==> config.mk <==
export PLATFORM = sky130hd
export DESIGN_NAME = kbd_buffer_ctrl_flat
export DESIGN_NICKNAME = d
export VERILOG_FILES = /design/src/rtl/kbd_pkg.sv /design/src/rtl/kbd_buffer_ctrl_if.sv /design/src/rtl/kbd_prefix_fsm.sv /design/src/rtl/kbd_buffer_ctrl.sv /design/src/flat_wrapper.sv
export SDC_FILE = /design/constraint.sdc
export NUM_CORES = 1
export LEC_CHECK = 0
export CORE_UTILIZATION = 40
export CTS_BUF_LIST = sky130_fd_sc_hd__clkbuf_8
export DETAILED_ROUTE_END_ITERATION = 10
export PLACE_DENSITY = 0.67
export SETUP_SLACK_MARGIN = 0.4
export SLEW_MARGIN = 20
export SYNTH_ARGS = -nofsm -noshare
export SYNTH_HDL_FRONTEND = slang
export SYNTH_SLANG_ARGS = --single-unit
export TNS_END_PERCENT = 50
==> constraint.sdc <==
create_clock -name CLK100MHZ -period 39.8 [get_ports CLK100MHZ]
set_input_delay 11.94 -clock CLK100MHZ [delete_from_list [all_inputs] [get_ports CLK100MHZ]]
set_output_delay 11.94 -clock CLK100MHZ [all_outputs]
set_load 0.03 [all_outputs]
==> src/rtl/kbd_pkg.sv <==
// Shared constants and types for the keyboard scancode ring buffer controller.
package kbd_pkg;

  localparam int          DEF_DEPTH_LOG2 = 5;
  localparam logic [31:0] DEF_HEAD_ADDR  = 32'h003ffff0;
  localparam logic [31:0] DEF_TAIL_ADDR  = 32'h003fffe0;
  localparam logic [31:0] DEF_STAT_ADDR  = 32'h003fffd0;
  localparam logic [31:0] DEF_DATA_BASE  = 32'h00300000;
  localparam logic [31:0] DEF_DATA_MASK  = 32'hfff00000;

  localparam logic [7:0] PFX_E0     = 8'hE0;
  localparam logic [7:0] PFX_F0     = 8'hF0;
  localparam logic [7:0] KEY_LSHIFT = 8'h12;
  localparam logic [7:0] KEY_RSHIFT = 8'h59;
  localparam logic [7:0] KEY_CAPS   = 8'h58;

  localparam int ENT_CODE_LSB  = 0;
  localparam int ENT_EXT_BIT   = 8;
  localparam int ENT_SHIFT_BIT = 9;
  localparam int ENT_CAPS_BIT  = 10;
  localparam int ENT_W         = 11;

  typedef enum logic [1:0] {
    IDLE   = 2'd0,
    EXT    = 2'd1,
    BRK    = 2'd2,
    EXTBRK = 2'd3
  } pfx_state_e;

  function automatic logic [ENT_W-1:0] pack_entry(input logic caps, input logic shift,
                                                  input logic ext, input logic [7:0] code);
    logic [ENT_W-1:0] e;
    e = '0;
    e[ENT_CAPS_BIT]              = caps;
    e[ENT_SHIFT_BIT]             = shift;
    e[ENT_EXT_BIT]               = ext;
    e[ENT_CODE_LSB +: 8]         = code;
    return e;
  endfunction

endpackage

==> src/rtl/kbd_buffer_ctrl_if.sv <==
// CPU memory-mapped access bus between the CPU (master) and the key buffer (slave).
interface kbd_buffer_ctrl_if;
  logic [31:0] bus_addr;
  logic        bus_we;
  logic        bus_re;
  logic [31:0] bus_wdata;
  logic [31:0] bus_rdata;

  modport master (output bus_addr, output bus_we, output bus_re, output bus_wdata,
                  input bus_rdata);
  modport slave  (input bus_addr, input bus_we, input bus_re, input bus_wdata,
                  output bus_rdata);
endinterface

==> src/rtl/kbd_prefix_fsm.sv <==
// Decodes E0/F0 scancode prefixes into make/break events with the extended flag.
// state  | meaning
// IDLE   | no prefix pending
// EXT    | E0 seen, extended key follows
// BRK    | F0 seen, break of a normal key follows
// EXTBRK | E0 F0 seen, break of an extended key follows
module kbd_prefix_fsm
  import kbd_pkg::*;
(
  input  logic       clk,
  input  logic       rst,
  input  logic       byte_vld,
  input  logic [7:0] rx_byte,
  output logic       evt_vld,
  output logic [7:0] evt_code,
  output logic       evt_ext,
  output logic       evt_brk
);

  pfx_state_e state_q;
  logic       evt_vld_q;
  logic [7:0] evt_code_q;
  logic       evt_ext_q;
  logic       evt_brk_q;

  always_ff @(posedge clk or posedge rst) begin
    if (rst) begin
      state_q    <= IDLE;
      evt_vld_q  <= 1'b0;
      evt_code_q <= 8'h00;
      evt_ext_q  <= 1'b0;
      evt_brk_q  <= 1'b0;
    end else begin
      evt_vld_q <= 1'b0;
      if (byte_vld) begin
        evt_code_q <= rx_byte;
        unique case (state_q)
          IDLE: begin
            if (rx_byte == PFX_E0)      state_q <= EXT;
            else if (rx_byte == PFX_F0) state_q <= BRK;
            else begin
              evt_vld_q <= 1'b1;
              evt_ext_q <= 1'b0;
              evt_brk_q <= 1'b0;
            end
          end
          EXT: begin
            if (rx_byte == PFX_F0)      state_q <= EXTBRK;
            else if (rx_byte != PFX_E0) begin
              evt_vld_q <= 1'b1;
              evt_ext_q <= 1'b1;
              evt_brk_q <= 1'b0;
              state_q   <= IDLE;
            end
          end
          BRK: begin
            evt_vld_q <= 1'b1;
            evt_ext_q <= 1'b0;
            evt_brk_q <= 1'b1;
            state_q   <= IDLE;
          end
          EXTBRK: begin
            evt_vld_q <= 1'b1;
            evt_ext_q <= 1'b1;
            evt_brk_q <= 1'b1;
            state_q   <= IDLE;
          end
          default: state_q <= IDLE;
        endcase
      end
    end
  end

  assign evt_vld  = evt_vld_q;
  assign evt_code = evt_code_q;
  assign evt_ext  = evt_ext_q;
  assign evt_brk  = evt_brk_q;

endmodule

==> src/rtl/kbd_buffer_ctrl.sv <==
// Keyboard scancode ring buffer: receiver sync, modifier tracking, queue storage,
// head/tail pointers and CPU register decode, all in the CLK100MHZ domain.
module kbd_buffer_ctrl
  import kbd_pkg::*;
#(
  parameter int          DEPTH_LOG2 = DEF_DEPTH_LOG2,
  parameter logic [31:0] HEAD_ADDR  = DEF_HEAD_ADDR,
  parameter logic [31:0] TAIL_ADDR  = DEF_TAIL_ADDR,
  parameter logic [31:0] STAT_ADDR  = DEF_STAT_ADDR,
  parameter logic [31:0] DATA_BASE  = DEF_DATA_BASE,
  parameter logic [31:0] DATA_MASK  = DEF_DATA_MASK
) (
  input  logic               CLK100MHZ,
  input  logic               reset,
  input  logic               rx_ready,
  input  logic [7:0]         rx_code,
  kbd_buffer_ctrl_if.slave   bus,
  output logic               kbd_empty,
  output logic               kbd_full,
  output logic               kbd_irq
);

  localparam int DEPTH = 1 << DEPTH_LOG2;
  localparam int DW    = DEPTH_LOG2;

  logic             sync1_q, sync2_q, prev_q;
  logic             rx_edge;
  logic             evt_vld, evt_ext, evt_brk;
  logic [7:0]       evt_code;

  logic [DW-1:0]    head_q, head_d, tail_q, tail_d, tail_inc, data_idx;
  logic             shift_q, shift_d, caps_q, caps_d, ovf_q, ovf_d;
  logic [31:0]      rdata_q, rdata_d;
  logic [ENT_W-1:0] slot_q [DEPTH];
  logic [ENT_W-1:0] entry;
  logic             slot_we, push, full, empty, is_shift_key, in_data_win;
  logic             unused_bits;

  assign rx_edge = sync2_q & ~prev_q;

  kbd_prefix_fsm u_prefix (
    .clk      (CLK100MHZ),
    .rst      (reset),
    .byte_vld (rx_edge),
    .rx_byte  (rx_code),
    .evt_vld  (evt_vld),
    .evt_code (evt_code),
    .evt_ext  (evt_ext),
    .evt_brk  (evt_brk)
  );

  assign tail_inc     = tail_q + DW'(1);
  assign full         = (tail_inc == head_q);
  assign empty        = (head_q == tail_q);
  assign data_idx     = bus.bus_addr[DW+1:2] + DW'(1);
  assign is_shift_key = (evt_code == KEY_LSHIFT) || (evt_code == KEY_RSHIFT);
  // Register addresses sit inside the data window's address range; they decode first.
  assign in_data_win  = ((bus.bus_addr & DATA_MASK) == DATA_BASE) && (bus.bus_addr[1:0] == 2'b00);
  assign unused_bits  = ^bus.bus_wdata;

  always_comb begin
    shift_d = shift_q;
    caps_d  = caps_q;
    if (evt_vld) begin
      if (!evt_brk) begin
        if (!evt_ext && is_shift_key) shift_d = 1'b1;
        if (evt_code == KEY_CAPS)     caps_d  = ~caps_q;
      end else if (!evt_ext && is_shift_key) begin
        shift_d = 1'b0;
      end
    end
    push  = evt_vld & ~evt_brk;
    entry = pack_entry(caps_d, shift_d, evt_ext, evt_code);
  end

  always_comb begin
    head_d  = head_q;
    tail_d  = tail_q;
    ovf_d   = ovf_q;
    slot_we = 1'b0;
    if (bus.bus_we && bus.bus_addr == STAT_ADDR && bus.bus_wdata[2]) ovf_d = 1'b0;
    // Full test uses the pre-write head; a coincident overflow set beats the clear.
    if (push) begin
      if (full) begin
        ovf_d = 1'b1;
      end else begin
        slot_we = 1'b1;
        tail_d  = tail_inc;
      end
    end
    if (bus.bus_we && bus.bus_addr == HEAD_ADDR) head_d = bus.bus_wdata[DW-1:0];
  end

  always_comb begin
    rdata_d = rdata_q;
    if (bus.bus_re) begin
      if (bus.bus_addr == HEAD_ADDR)      rdata_d = 32'(head_q);
      else if (bus.bus_addr == TAIL_ADDR) rdata_d = 32'(tail_q);
      else if (bus.bus_addr == STAT_ADDR) rdata_d = {27'b0, caps_q, shift_q, ovf_q, full, empty};
      else if (in_data_win)               rdata_d = 32'(slot_q[data_idx]);
      else                                rdata_d = 32'h0;
    end
  end

  always_ff @(posedge CLK100MHZ or posedge reset) begin
    if (reset) begin
      sync1_q <= 1'b0;
      sync2_q <= 1'b0;
      prev_q  <= 1'b0;
      head_q  <= '0;
      tail_q  <= '0;
      shift_q <= 1'b0;
      caps_q  <= 1'b0;
      ovf_q   <= 1'b0;
      rdata_q <= 32'h0;
    end else begin
      sync1_q <= rx_ready;
      sync2_q <= sync1_q;
      prev_q  <= sync2_q;
      head_q  <= head_d;
      tail_q  <= tail_d;
      shift_q <= shift_d;
      caps_q  <= caps_d;
      ovf_q   <= ovf_d;
      rdata_q <= rdata_d;
    end
  end

  always_ff @(posedge CLK100MHZ or posedge reset) begin
    if (reset) begin
      for (int i = 0; i < DEPTH; i++) slot_q[i] <= '0;
    end else if (slot_we) begin
      slot_q[tail_inc] <= entry;
    end
  end

  assign bus.bus_rdata = rdata_q;
  assign kbd_empty     = empty;
  assign kbd_full      = full;
  assign kbd_irq       = ~empty;

endmodule

==> src/flat_wrapper.sv <==
// flat-port wrapper written by rule: the top's interface ports become plain ports
module kbd_buffer_ctrl_flat import kbd_pkg::*;
#(
  parameter int          DEPTH_LOG2 = DEF_DEPTH_LOG2,
  parameter logic [31:0] HEAD_ADDR  = DEF_HEAD_ADDR,
  parameter logic [31:0] TAIL_ADDR  = DEF_TAIL_ADDR,
  parameter logic [31:0] STAT_ADDR  = DEF_STAT_ADDR,
  parameter logic [31:0] DATA_BASE  = DEF_DATA_BASE,
  parameter logic [31:0] DATA_MASK  = DEF_DATA_MASK
)
  (CLK100MHZ, reset, rx_ready, rx_code, kbd_empty, kbd_full, kbd_irq, bus_bus_addr, bus_bus_we, bus_bus_re, bus_bus_wdata, bus_bus_rdata);
  kbd_buffer_ctrl_if bus_i ();
  input  logic CLK100MHZ;
  input  logic reset;
  input  logic rx_ready;
  input  logic [7:0] rx_code;
  output logic kbd_empty;
  output logic kbd_full;
  output logic kbd_irq;
  input wire logic [$bits(bus_i.bus_addr)-1:0] bus_bus_addr;
  input wire logic [$bits(bus_i.bus_we)-1:0] bus_bus_we;
  input wire logic [$bits(bus_i.bus_re)-1:0] bus_bus_re;
  input wire logic [$bits(bus_i.bus_wdata)-1:0] bus_bus_wdata;
  output wire logic [$bits(bus_i.bus_rdata)-1:0] bus_bus_rdata;
  assign bus_i.bus_addr = bus_bus_addr;
  assign bus_i.bus_we = bus_bus_we;
  assign bus_i.bus_re = bus_bus_re;
  assign bus_i.bus_wdata = bus_bus_wdata;
  assign bus_bus_rdata = bus_i.bus_rdata;
  kbd_buffer_ctrl #(.DEPTH_LOG2(DEPTH_LOG2), .HEAD_ADDR(HEAD_ADDR), .TAIL_ADDR(TAIL_ADDR), .STAT_ADDR(STAT_ADDR), .DATA_BASE(DATA_BASE), .DATA_MASK(DATA_MASK)) u_core (.CLK100MHZ(CLK100MHZ), .reset(reset), .rx_ready(rx_ready), .rx_code(rx_code), .bus(bus_i), .kbd_empty(kbd_empty), .kbd_full(kbd_full), .kbd_irq(kbd_irq));
endmodule
==> flow_summary.yaml <==
final_layout:
  drive_gt1_share_pct: 43.1
  syn2layout_area_growth_pct: 10.6
  fin_cells: 2014
  finalNetCount: 1441
  finalInstanceArea_mm2: 0.0214
  n_fill_cell: 4185
pwr:
  power_density_mw_per_mm2: 52.9
  leakagePower_nw: 10.1
  p_sw_mw: 0.339
  ir_drop_mv: 0.0199
  comb_power_share_pct: 23.8
  seq_power_share_pct: 46.5
  cell_internal_pwr_mw: 0.793
  swShare_pct: 30.0
  clock_power_share_pct: 29.7
clock_tree:
  cts_buffers: 69
  clk_latency_ns: 0.62
  postCtsSetupBuffers: 0
  cts-root-buf: "clkbuf_8"
  clockBufferDepth: 3
  hold_buffers: 0
  clkTransAtPathRegs_ns: 0.06
  cts_tree: "built"
  cts_resized: 0
  clock-sinks: 392
  cts.htree.levels: 3
placed_design:
  place_area_mm2: 0.0202
  placedCellCount: 1900
  gp_congestion: 0.895
  io_buffers: 63
  dpl.hpwl_mm: 27.8
  dp_slack_ns: 23.69
global_routing:
  grt_pass1_wl_mm: 71.6
  antenna_found_initial: 1
  grt_use_total_pct: 19.1
  grt_pass1_vias: 11800
  grt_max_degree: 195
  grt_overflow: 0
sta:
  setup_violations: 0
  hold_slack_ns: 0.352
  setup_slack_ns: 24.35
  worst_slew_pin_slew_ns: 1.03
  finClkSkew_ns: 0.0304
  fin_crit_sh_pct: 38.8
  report.final.slew_viol_count: 0
  finalCriticalPeriod_ns: 15.45
  finalHoldViolCount: 0
  fin_setup_tns_ns: 0
  fmax_ghz: 0.0647
  rsz0062_at_grt: "false"
  relSlewSlack_pct: 30.6
logic_synthesis:
  synth-seq-area-share_pct: 50.7
  ys_warn_count: 0
  netlist_instances: 1320
  syn_area_per_cell_um2: 14.7
  ys_top_cells_by_area: "dfrtp_1 (51%), mux2_2 (16%), mux4_2 (10%)"
  synth_ff_type: "dfrtp_1"
  synth.distinct_cells: 63
  async_reset_ff_share_pct: 100
  synth_edf_count: 0
  synth_top_area_share_pct: 50.7
  syn_area_mm2: 0.0193
  yosys.area.top_type: "dfrtp_1"
  ys_ff_latch: 392
route:
  drt-initial-drc-count: 891
  vias: 11300
  drt_first_pass_iters: 5
  drt-total-wl_mm: 45.6
  ant_nets: 0
  drc: 0
  vias_per_cell: 5.60
  routedWlPerCell_um: 22.6
critical_path:
  cp_max_fo: 50
  cp.arrival_ns: 15.94
  reg2reg_slack_ns: 36.38
  r2r-end: "u_core.slot_q[51]$_DFFE_PP0P_"
  end_kind: "register"
  crit_type: "in2reg"
  cp-endpoint: "u_core.bus.bus_rdata[5]$_DFFE_PP0P_"
  reg2regPathDepth: 8
  cp.required_ns: 40.29
  rr_startpoint: "u_core.tail_q[0]$_DFFE_PP0P_"
  crit_start: "bus_bus_addr[3]"
  cp-start-kind: "input port"
die:
  initial_utilization_pct: 40.5
  coreArea_mm2: 0.0477
  die_h_um: 222
  die_w_um: 222
  ios: 112
  die_area_mm2: 0.0492
  rows: 80
status:
  status: "finished clean"
min_path:
  hp-class: "reg2reg"
  hp-start: "u_core.sync1_q$_DFF_PP0_"
flow_run:
  maxCapViolations: 0
[flip-flops by register name (all words and copies together), names as in the netlist, 2 cells and up]
signal / cells
u_core.slot_q: 352
u_core.bus.bus_rdata: 11
u_core.head_q: 5
u_core.u_prefix.evt_code: 8
u_core.tail_q: 5
u_core.u_prefix.state_q: 2
[cell type report]
type	count	area, µm²	area share, %
Antenna cell	1	2.50	0.0117
Clock buffer	77	1060	4.95
Clock inverter	35	153	0.713
Inverter	15	63.8	0.298
Multi-Input combinational cell	797	8730	40.8
Sequential cell	392	9810	45.9
Tap cell	615	769	3.60
Timing Repair Buffer	82	807	3.77
[kinds of logic (layout without fill, tap and decap cells)]
kind of cell    Yosys count  count (layout)  share of synthesized area [%]
mux                     470             470                           34.0
fa+ha+maj                 7               7                          0.453
simple gates            190             190                           5.74
xor+xnor                 19              19                          0.899
other cells               1              22                         0.0194
flops                   392             392                           50.7
compound gates           90              90                           3.27
buf+inv                 151             209                           4.93
[cells in the mapped netlist, drive strengths merged, types with 12 or more instances]
master  instances
a211oi         16
inv            15
nand3          42
xnor2          12
a21oi          17
and3           13
mux2          366
nand2          59
nor2           27
buf           102
mux2i          16
dfrtp         392
clkbuf         34
mux4           88
o21ai          16
nand4          14
[through the flow]
stage | utilization, % | total power [mW]
global route | 44.8 | 1.19
finish | 44.8 | 1.13
detailed placement | 42.2 | 0.801
global placement | 42.2 | 0.789
CTS | 44.7 | 1.14
floorplan | - | 0.736
[routing by layer]
layer  track usage, %  up-vias  share of wire (%)
met5                0        -                  0
met4             6.25        0                2.1
met3             4.03       73                6.1
met2             28.8      343                 46
met1             27.5     5970                 46
li1                 -     4896                  -
[power by group through the flow]
stage               registers, mW  logic, mW  clock network (mW)
finish                      0.527      0.269               0.336
global route                0.537      0.289               0.364
CTS                         0.525      0.270               0.346
detailed placement          0.532      0.269                   0
global placement            0.526      0.263                   0
floorplan                   0.510      0.226                   0
[critical path, stage by stage]
cell and delay [ns]:
clkdlybuf4s50_1 0.57, inv_1 0.10, ha_4 0.79, buf_4 0.87, mux4_2 0.59, and2_1 0.17
a211oi_1 0.40, a21oi_1 0.13, a221o_1 0.34
[worst min-delay path by stage]
| stage | to | slack [ns] | cells past startpoint |
|---|---|---|---|
| 6_report | u_core.sync2_q$_DFF_PP0_ | 0.35 | 0 |
| 5_1_grt | u_core.sync2_q$_DFF_PP0_ | 0.36 | 0 |
| 4_1_cts | u_core.sync2_q$_DFF_PP0_ | 0.35 | 0 |
| 3_5_place_dp | u_core.sync2_q$_DFF_PP0_ | 0.34 | 0 |
| 3_3_place_gp | u_core.sync2_q$_DFF_PP0_ | 0.33 | 0 |
| 2_1_floorplan | u_core.sync2_q$_DFF_PP0_ | 0.33 | 0 |
[cell usage in the layout (no fill, tap or decap), drive strengths merged, types with 7 or more instances in the layout]
cell type / count
dfrtp: 392
mux4: 88
a21oi: 17
nor2: 27
xor2: 7
nor2b: 8
a32oi: 8
nand4: 14
clkdlybuf4s50: 62
mux2i: 16
and2: 7
xnor2: 12
nand2: 59
and3: 13
inv: 43
o21ai: 16
buf: 20
a211oi: 16
clkbuf: 77
mux2: 366
nand3: 42
conb: 21
ha: 7
No activity file was read; power rests on OpenSTA's default activity.
